[src/rtl/tpu_seq_pkg.sv]
// rtl/tpu_seq_pkg.sv - state encoding and latency constants shared by the tile sequencer
package tpu_seq_pkg;

    typedef enum logic [2:0] {
        S_IDLE,
        S_WPOP,
        S_WLOAD,
        S_STREAM,
        S_DRAIN,
        S_DONE
    } seq_state_t;

    localparam int SRAM_LAT = 1;

    function automatic int deskew_lat(input int num_pe_rows);
        return num_pe_rows - 1;
    endfunction

    // A tag lives from SRAM issue until the aligned result leaves the deskew line.
    function automatic int tag_depth(input int array_lat, input int num_pe_rows);
        return SRAM_LAT + array_lat + deskew_lat(num_pe_rows);
    endfunction

endpackage

[src/rtl/skew_delay_line.sv]
// rtl/skew_delay_line.sv - per-lane staircase delay, ascending or descending depth
module skew_delay_line #(
    parameter int LANES     = 8,
    parameter int LANE_BW   = 8,
    parameter bit ASCENDING = 1'b1
) (
    input  logic                     clk,
    input  logic                     rstn,
    input  logic                     i_clr,
    input  logic [LANES*LANE_BW-1:0] i_data,
    output logic [LANES*LANE_BW-1:0] o_data
);

    for (genvar i = 0; i < LANES; i++) begin : g_lane
        localparam int D = ASCENDING ? i : (LANES - 1 - i);
        if (D == 0) begin : g_pass
            assign o_data[i*LANE_BW +: LANE_BW] = i_data[i*LANE_BW +: LANE_BW];
        end else begin : g_dly
            logic [LANE_BW-1:0] r_stage [D];
            always_ff @(posedge clk or negedge rstn) begin
                if (!rstn) begin
                    for (int s = 0; s < D; s++) r_stage[s] <= '0;
                end else if (i_clr) begin
                    for (int s = 0; s < D; s++) r_stage[s] <= '0;
                end else begin
                    r_stage[0] <= i_data[i*LANE_BW +: LANE_BW];
                    for (int s = 1; s < D; s++) r_stage[s] <= r_stage[s-1];
                end
            end
            assign o_data[i*LANE_BW +: LANE_BW] = r_stage[D-1];
        end
    end

endmodule

[src/rtl/tpu_tile_sequencer.sv]
// rtl/tpu_tile_sequencer.sv - weight-pop/reload/stream/drain sequencer; TPU_SEQ_PERF_CNT_EN builds the busy-cycle counter
module tpu_tile_sequencer
    import tpu_seq_pkg::*;
#(
    parameter int ADDRESSSIZE    = 10,
    parameter int DATA_BW        = 8,
    parameter int MATRIX_SIZE    = 8,
    parameter int NUM_PE_ROWS    = 8,
    parameter int PARTIAL_SUM_BW = 19,
    parameter int LEN_BW         = 8,
    parameter int ARRAY_LAT      = 15
) (
    input  logic                                  clk,
    input  logic                                  rstn,
    input  logic                                  start,
    input  logic                                  abort,
    input  logic [ADDRESSSIZE-1:0]                base_addr,
    input  logic [LEN_BW-1:0]                     num_vecs,
    input  logic                                  fifo_empty,
    output logic                                  fifo_read_enable,
    output logic                                  we_rl,
    output logic [ADDRESSSIZE-1:0]                sram_address,
    input  logic [DATA_BW*MATRIX_SIZE-1:0]        sram_rdata,
    output logic [DATA_BW*MATRIX_SIZE-1:0]        din,
    input  logic [PARTIAL_SUM_BW*NUM_PE_ROWS-1:0] result_in,
    output logic [PARTIAL_SUM_BW*NUM_PE_ROWS-1:0] result_data,
    output logic                                  result_valid,
    output logic                                  busy,
    output logic                                  done,
    output logic [31:0]                           perf_cycles
);

    localparam int TAG_DEPTH = tag_depth(ARRAY_LAT, NUM_PE_ROWS);

    seq_state_t                          r_state;
    seq_state_t                          w_next;
    logic [ADDRESSSIZE-1:0]              r_base;
    logic [LEN_BW-1:0]                   r_len;
    logic [LEN_BW-1:0]                   r_cnt;
    logic [TAG_DEPTH-1:0]                r_tag;
    logic                                w_abort;
    logic                                w_accept;
    logic                                w_issue;
    logic                                w_last_tag;
    logic [DATA_BW*MATRIX_SIZE-1:0]      w_rdata_gated;
    logic [PARTIAL_SUM_BW*NUM_PE_ROWS-1:0] w_deskewed;

    assign w_abort    = abort && (r_state != S_IDLE);
    assign w_accept   = start && (r_state == S_IDLE);
    assign w_issue    = (r_state == S_STREAM);
    assign w_last_tag = r_tag[TAG_DEPTH-1] && (r_tag[TAG_DEPTH-2:0] == '0);

    always_ff @(posedge clk or negedge rstn) begin
        if (!rstn) r_state <= S_IDLE;
        else       r_state <= w_next;
    end

    always_comb begin
        w_next           = r_state;
        fifo_read_enable = 1'b0;
        we_rl            = 1'b0;
        done             = 1'b0;
        case (r_state)
            S_IDLE: begin
                if (start) w_next = (num_vecs != '0) ? S_WPOP : S_DONE;
            end
            S_WPOP: begin
                if (!fifo_empty) begin
                    fifo_read_enable = 1'b1;
                    w_next           = S_WLOAD;
                end
            end
            S_WLOAD: begin
                we_rl  = 1'b1;
                w_next = S_STREAM;
            end
            S_STREAM: begin
                if (r_cnt == r_len - LEN_BW'(1)) w_next = S_DRAIN;
            end
            S_DRAIN: begin
                if (w_last_tag) w_next = S_DONE;
            end
            S_DONE: begin
                done   = !abort;
                w_next = S_IDLE;
            end
            default: w_next = S_IDLE;
        endcase
        if (w_abort) w_next = S_IDLE;
    end

    always_ff @(posedge clk or negedge rstn) begin
        if (!rstn) begin
            r_base <= '0;
            r_len  <= '0;
            r_cnt  <= '0;
            r_tag  <= '0;
        end else begin
            if (w_accept) begin
                r_base <= base_addr;
                r_len  <= num_vecs;
                r_cnt  <= '0;
            end else if (w_issue) begin
                r_cnt <= r_cnt + LEN_BW'(1);
            end
            if (w_abort) r_tag <= '0;
            else         r_tag <= {r_tag[TAG_DEPTH-2:0], w_issue};
        end
    end

    assign sram_address = w_issue ? (r_base + ADDRESSSIZE'(r_cnt)) : '0;
    assign busy         = (r_state != S_IDLE);
    assign result_valid = r_tag[TAG_DEPTH-1] && !w_abort;
    assign result_data  = result_valid ? w_deskewed : '0;

    // Untagged read data is zeroed before skewing so idle lanes stay quiet.
    assign w_rdata_gated = r_tag[0] ? sram_rdata : '0;

    skew_delay_line #(
        .LANES     (MATRIX_SIZE),
        .LANE_BW   (DATA_BW),
        .ASCENDING (1'b1)
    ) u_in_skew (
        .clk    (clk),
        .rstn   (rstn),
        .i_clr  (w_abort),
        .i_data (w_rdata_gated),
        .o_data (din)
    );

    skew_delay_line #(
        .LANES     (NUM_PE_ROWS),
        .LANE_BW   (PARTIAL_SUM_BW),
        .ASCENDING (1'b0)
    ) u_out_deskew (
        .clk    (clk),
        .rstn   (rstn),
        .i_clr  (w_abort),
        .i_data (result_in),
        .o_data (w_deskewed)
    );

`ifdef TPU_SEQ_PERF_CNT_EN
    logic [31:0] r_perf;

    always_ff @(posedge clk or negedge rstn) begin
        if (!rstn)                   r_perf <= '0;
        else if (w_accept)           r_perf <= '0;
        else if (r_state != S_IDLE)  r_perf <= r_perf + 32'd1;
    end

    assign perf_cycles = r_perf;
`else
    assign perf_cycles = '0;
`endif

endmodule

[config.mk]
export PLATFORM = sky130hd
export DESIGN_NAME = tpu_tile_sequencer
export DESIGN_NICKNAME = d
export VERILOG_FILES = /design/src/rtl/tpu_seq_pkg.sv /design/src/rtl/skew_delay_line.sv /design/src/rtl/tpu_tile_sequencer.sv
export SDC_FILE = /design/constraint.sdc
export NUM_CORES = 1
export LEC_CHECK = 0
export BUFFER_PORTS_ARGS = -buffer_cell sky130_fd_sc_hd__buf_2
export CAP_MARGIN = 20
export CORE_MARGIN = 3
export CORE_UTILIZATION = 55
export DETAILED_ROUTE_END_ITERATION = 8
export PLACE_DENSITY = 0.78
export SETUP_SLACK_MARGIN = 0.5
export SLEW_MARGIN = 20
export SYNTH_ARGS = -nofsm -noshare
export SYNTH_HDL_FRONTEND = slang
export SYNTH_SLANG_ARGS = --single-unit
[constraint.sdc]
create_clock -name clk -period 2.8 [get_ports clk]
set_clock_uncertainty 0.2 [all_clocks]
set_input_delay 0.28 -clock clk [delete_from_list [all_inputs] [get_ports clk]]
set_output_delay 0.28 -clock clk [all_outputs]
set_load 0.05 [all_outputs]
### Yosys cells after proc, flatten, opt, wreduce, memory -nomap -nowiden

Cells that the tools add are included.

* add/subtract/negate cells: 3
* equal/unequal tests: 10
* multiplexer cells: 31
* reduce and logical (&&, ||, !) cells: 12

Operators by type and width (number)
* 152-bit 2-to-1 mux: 1
* 133-bit 2-to-1 mux: 1
* 114-bit 2-to-1 mux: 1
* 95-bit 2-to-1 mux: 1
* 76-bit 2-to-1 mux: 1
* 64-bit 2-to-1 mux: 1
* 57-bit 2-to-1 mux: 1
* 56-bit 2-to-1 mux: 1
* 48-bit 2-to-1 mux: 1
* 40-bit 2-to-1 mux: 1
* 38-bit 2-to-1 mux: 1
* 32-bit 2-to-1 mux: 1
* 24-bit 2-to-1 mux: 1
* 8-bit 2-to-1 mux: 3
* 23-bit 2-to-1 mux: 1
* 22-bit logical NOT: 1
* 19-bit 2-to-1 mux: 1
* 3-bit 2-to-1 mux: 6
* 16-bit 2-to-1 mux: 1
* 3-bit one-hot mux with 5 select lines: 1
* 10-bit by 8-bit adder with 10-bit output: 1
* 10-bit 2-to-1 mux: 1
* 3-bit != test (second input constant): 3
* 8-bit by 1-bit adder with 8-bit output (second input constant): 1
* other kinds (14): 23

* register bits: 808
* logic and storage cells: 117

### Logic depth before layout (Yosys ltp)

* word-level depth: 5
* depth in mapped cells: 7
* gate-level depth less buffers: 7

### Hierarchy

Synthesis repeated with hierarchy kept, for this count alone.

* cells, all modules: 2339
* area, all modules: 30516.8 µm²

By module, submodules not included
* skew_delay_line (u_out_deskew): instances 1, cells an instance 1256, area each 17929.7 µm², sequential area each 13312.8 µm²
* skew_delay_line (u_in_skew): instances 1, cells an instance 529, area each 8084.0 µm², sequential area each 5605.4 µm²
* tpu_tile_sequencer: instances 1, cells an instance 554, area each 4503.1 µm², sequential area each 1301.2 µm²

### Least setup slack after synthesis

No wires, ideal clock.

* path type: reg2out
* start: register r_cnt[0]
* end: output port sram_address[8]
* arrival: 2.815 ns
* data required time: 2.320 ns
* path slack: -0.495 ns
* stages on the path, launching flop included: 8
* path buffers: 0
* cells stage by stage: dfrtp_1 ha_1 fa_1 a21o_1 a21oi_1 o211ai_1 nand3_1 nor3b_1

* word-level cells in the longest chain between the ends: 2

Ends and longest elaborated chain
* from (decl): RTL line tpu_tile_sequencer.sv:39 `logic [LEN_BW-1:0] r_cnt;`
* from (signal assigned): RTL line tpu_tile_sequencer.sv:104 `r_cnt <= r_cnt + LEN_BW'(1);`
* 10-bit by 8-bit adder with 10-bit output: RTL line tpu_tile_sequencer.sv:111 `assign sram_address = w_issue ? (r_base + ADDRESSSIZE'(r_cnt)) : '0;`
* 10-bit 2-to-1 mux: RTL line tpu_tile_sequencer.sv:111
* to (decl): RTL line tpu_tile_sequencer.sv:22 `output logic [ADDRESSSIZE-1:0] sram_address,`

Every way passes these cells.

### Final worst setup path

Ends and elaborated chain as after synthesis.

==> reports/metrics.yaml <==
pwr-share-clk_pct: 32.0
yosysSeqAreaShare_pct: 69.6
finalSetupViolCount: 152
num_rows: 83
crit_family: "compound AO/OA/AOI/OAI gates"
cts_tree: "done"
fin_crit_ns: 3.17
fin_util_pct: 81.9
synth_ff_type: "dfrtp_1"
stdcell_area_um2: 42400
maxSlewViolCount: 0
critPathLaunchType: "register"
via_count: 20600
finalSetupTns_ns: -20.92
clock_path_buffers: 3
wire_per_inst_um: 26.9
dieArea_um2: 55600
nets: 3201
die_w_um: 236
netlist_area_um2: 29000
grt_pass1_wl_um: 131000
swShare_pct: 29.2
status: "finished with violations"
rsz0062_at_grt: "true"
root_buffer: "clkbuf_16"
reg2reg_to: "u_in_skew.g_lane[5].g_dly.r_stage[34]"
synth-edff-count: 0
track_usage_pct: 31.0
viasPerCell: 5.56
max_slew_margin_pct: 47.4
fmax_mhz: 315
rrSetupSlack_ns: 0.26
reg2reg_from: "r_state[2]"
routabilityCongestion: 0.883
synth-xor-area-share_pct: 0.603
start_util_pct: 56.0
worst_pin_slew_ns: 0.788
synth_top_family_by_area: "simple AND/OR/NAND/NOR gates"
cp_slowest_cell: "dfrtp_2"
htreeDepth: 3
min_path_type: "primary input to async pin"
final_layout_size_suffix_gt1_share_pct: 37.5
ir_drop_v: 0.000895
areaGrowthSynthToFinish_pct: 46.0
synth-seq-cells: 808
seq_power_share_pct: 41.5
drt_iter0_drc: 1540
clkSinkCount: 808
drt-total-wl_um: 99700
path_buf_inv: 1
path_cells: "ha_4, fa_2, a21o_1, a21oi_4, o211ai_1, nand3_1, nor3b_4, buf_6"
synth-simple-area-share_pct: 22.0
fin_ws_ns: -0.371
synth_fa_ha_area_share_pct: 0.500
placed_area_um2: 31900
path_max_fanout: 3
die_y_um: 236
final_common_cell: "dfrtp_1"
power_switching_mw: 10.3
firstDrtPassIters: 7
ys_warn_count: 0
violations: "setup timing"
avgSynthCellArea_um2: 13.5
numCtsBuffers: 78
drc: 0
clkLatencyLatePin_ns: 0.61
synthMuxAreaShare_pct: 0.655
cp-end-kind: "output pin"
fillers: 2157
drv_cap: 0
critical_path.startpoint: "r_cnt[0]"
r2r_cells: 13
grt_pass1_vias: 21800
layout_worst_path_cycle_share_pct: 113
critPathRequiredTime_ns: 2.32
core-area_um2: 51800
post_synth_num_cell_types: 49
synthArstFlopShare_pct: 100
slowest_delay_ns: 0.43
finalHoldViolations: 0
io_buffers: 469
synth-compound-area-share_pct: 0.810
leakage_nw: 21.2
antenna_found_initial: 9
dpl.hpwl_um: 36300
synth_cells: 2145
p_int_mw: 25.0
ant_nets: 0
whs_ns: 0.0118
path_clk_slew_ns: 0.07
powerDensity_nw_per_um2: 833
final_cell_mix: "dfrtp_1 (800), and2_1 (655), buf_2 (303)"
crit_arrival_ns: 2.69
grt_max_degree: 87
io_pins: 502
path_class: "register to output pin"
p_comb_share_pct: 26.5
grt-ovfl-total: 0
## worst reg2reg max path: stages (launching register included)
cell and delay [ns]:
dfrtp_2 0.41, or3_4 0.43, buf_6 0.15, buf_12 0.12, nand2_8 0.09, buf_6 0.12
buf_12 0.11, buf_12 0.10, buf_16 0.10, buf_6 0.10, buf_12 0.13, buf_12 0.13
clkbuf_16 0.15, and3_4 0.18
## area by class of cell
| class | count | area (um^2) | area share (%) |
|---|---|---|---|
| repair buffers | 903 | 9900 | 23.3 |
| inverters | 6 | 22.5 | 0.0531 |
| well taps | 680 | 851 | 2.01 |
| diodes | 10 | 25.0 | 0.0590 |
| flip-flops and latches | 808 | 20200 | 47.7 |
| clock buffers | 110 | 2300 | 5.41 |
| multi-input cells | 1154 | 8710 | 20.5 |
| clock inverters | 30 | 385 | 0.909 |
## power groups by stage
stage          combinational (mW)  clock [mW]  sequential (mW)
4_1_cts                      7.19        11.0             14.3
2_1_floorplan                3.62           0             14.2
3_3_place_gp                 4.09           0             14.4
3_5_place_dp                 4.27           0             14.4
6_report                     9.36        11.3             14.7
5_1_grt                      9.78        11.9             14.7
## Yosys cell counts (11+ instances only)
master	count	area [um^2]
buf_4	83	623
and2_1	733	4590
and3_1	209	1310
nor3_1	11	55.1
xnor2_1	11	96.3
nor2_1	27	101
buf_6	62	698
nand2_1	16	60.1
clkbuf_1	39	146
mux2_2	16	180
dfrtp_1	808	20200
clkbuf_2	21	105
## sequential cells by signal (all words and copies together), names as in the netlist
signal and flops:
u_out_deskew.g_lane.g_dly.r_stage 418, u_in_skew.g_lane.g_dly.r_stage 176, u_out_deskew.o_data 114, u_in_skew.o_data 48, r_tag 23, r_base 10, r_cnt 8, r_len 8
r_state 3
## cells by family (layout without fill, tap and decap cells)
group | count (synthesis) | after routing
AOI/OAI and AO/OA | 35 | 35
other | 1 | 42
xor gates and xnor gates | 20 | 20
adders and majority gates | 11 | 11
buffers and inverters | 221 | 1049
DFF | 808 | 808
muxes | 17 | 17
and+or+nand+nor | 1032 | 1039
## metal layers
metal | up-vias | track usage [%] | wire length (um)
li1 | 8296 | - | -
met1 | 10500 | 34.7 | 33600
met2 | 1266 | 56.1 | 51500
met3 | 505 | 5.76 | 6780
met4 | 2 | 16.8 | 7870
met5 | - | 0 | 13
## stage by stage
stage,instances,power [mW],worst slack (ns)
after floorplan,2176,17.8,0.315
after global placement,3169,18.4,0.200
after detailed placement,3169,18.7,0.153
after CTS,3637,32.5,-0.316
after global routing,3698,36.4,-0.420
final,3701,35.4,-0.371
## worst max-delay path by stage
stage,slack [ns],end,cells past startpoint
2_1_floorplan,0.32,sram_address[8],7
3_3_place_gp,0.20,sram_address[7],8
3_5_place_dp,0.15,sram_address[7],8
4_1_cts,-0.32,sram_address[7],8
5_1_grt,-0.42,sram_address[8],8
6_report,-0.37,sram_address[8],8
## what timing repair did
action	CTS	global route
buffers inserted	82	28
gates cloned	35	26
pin swaps	97	96
gates resized for setup	680	190
endpoints found under the hold margin	411	0
setup endpoints to repair	352	674
hold buffers	211	0
Power figures use the tool's default switching activity.
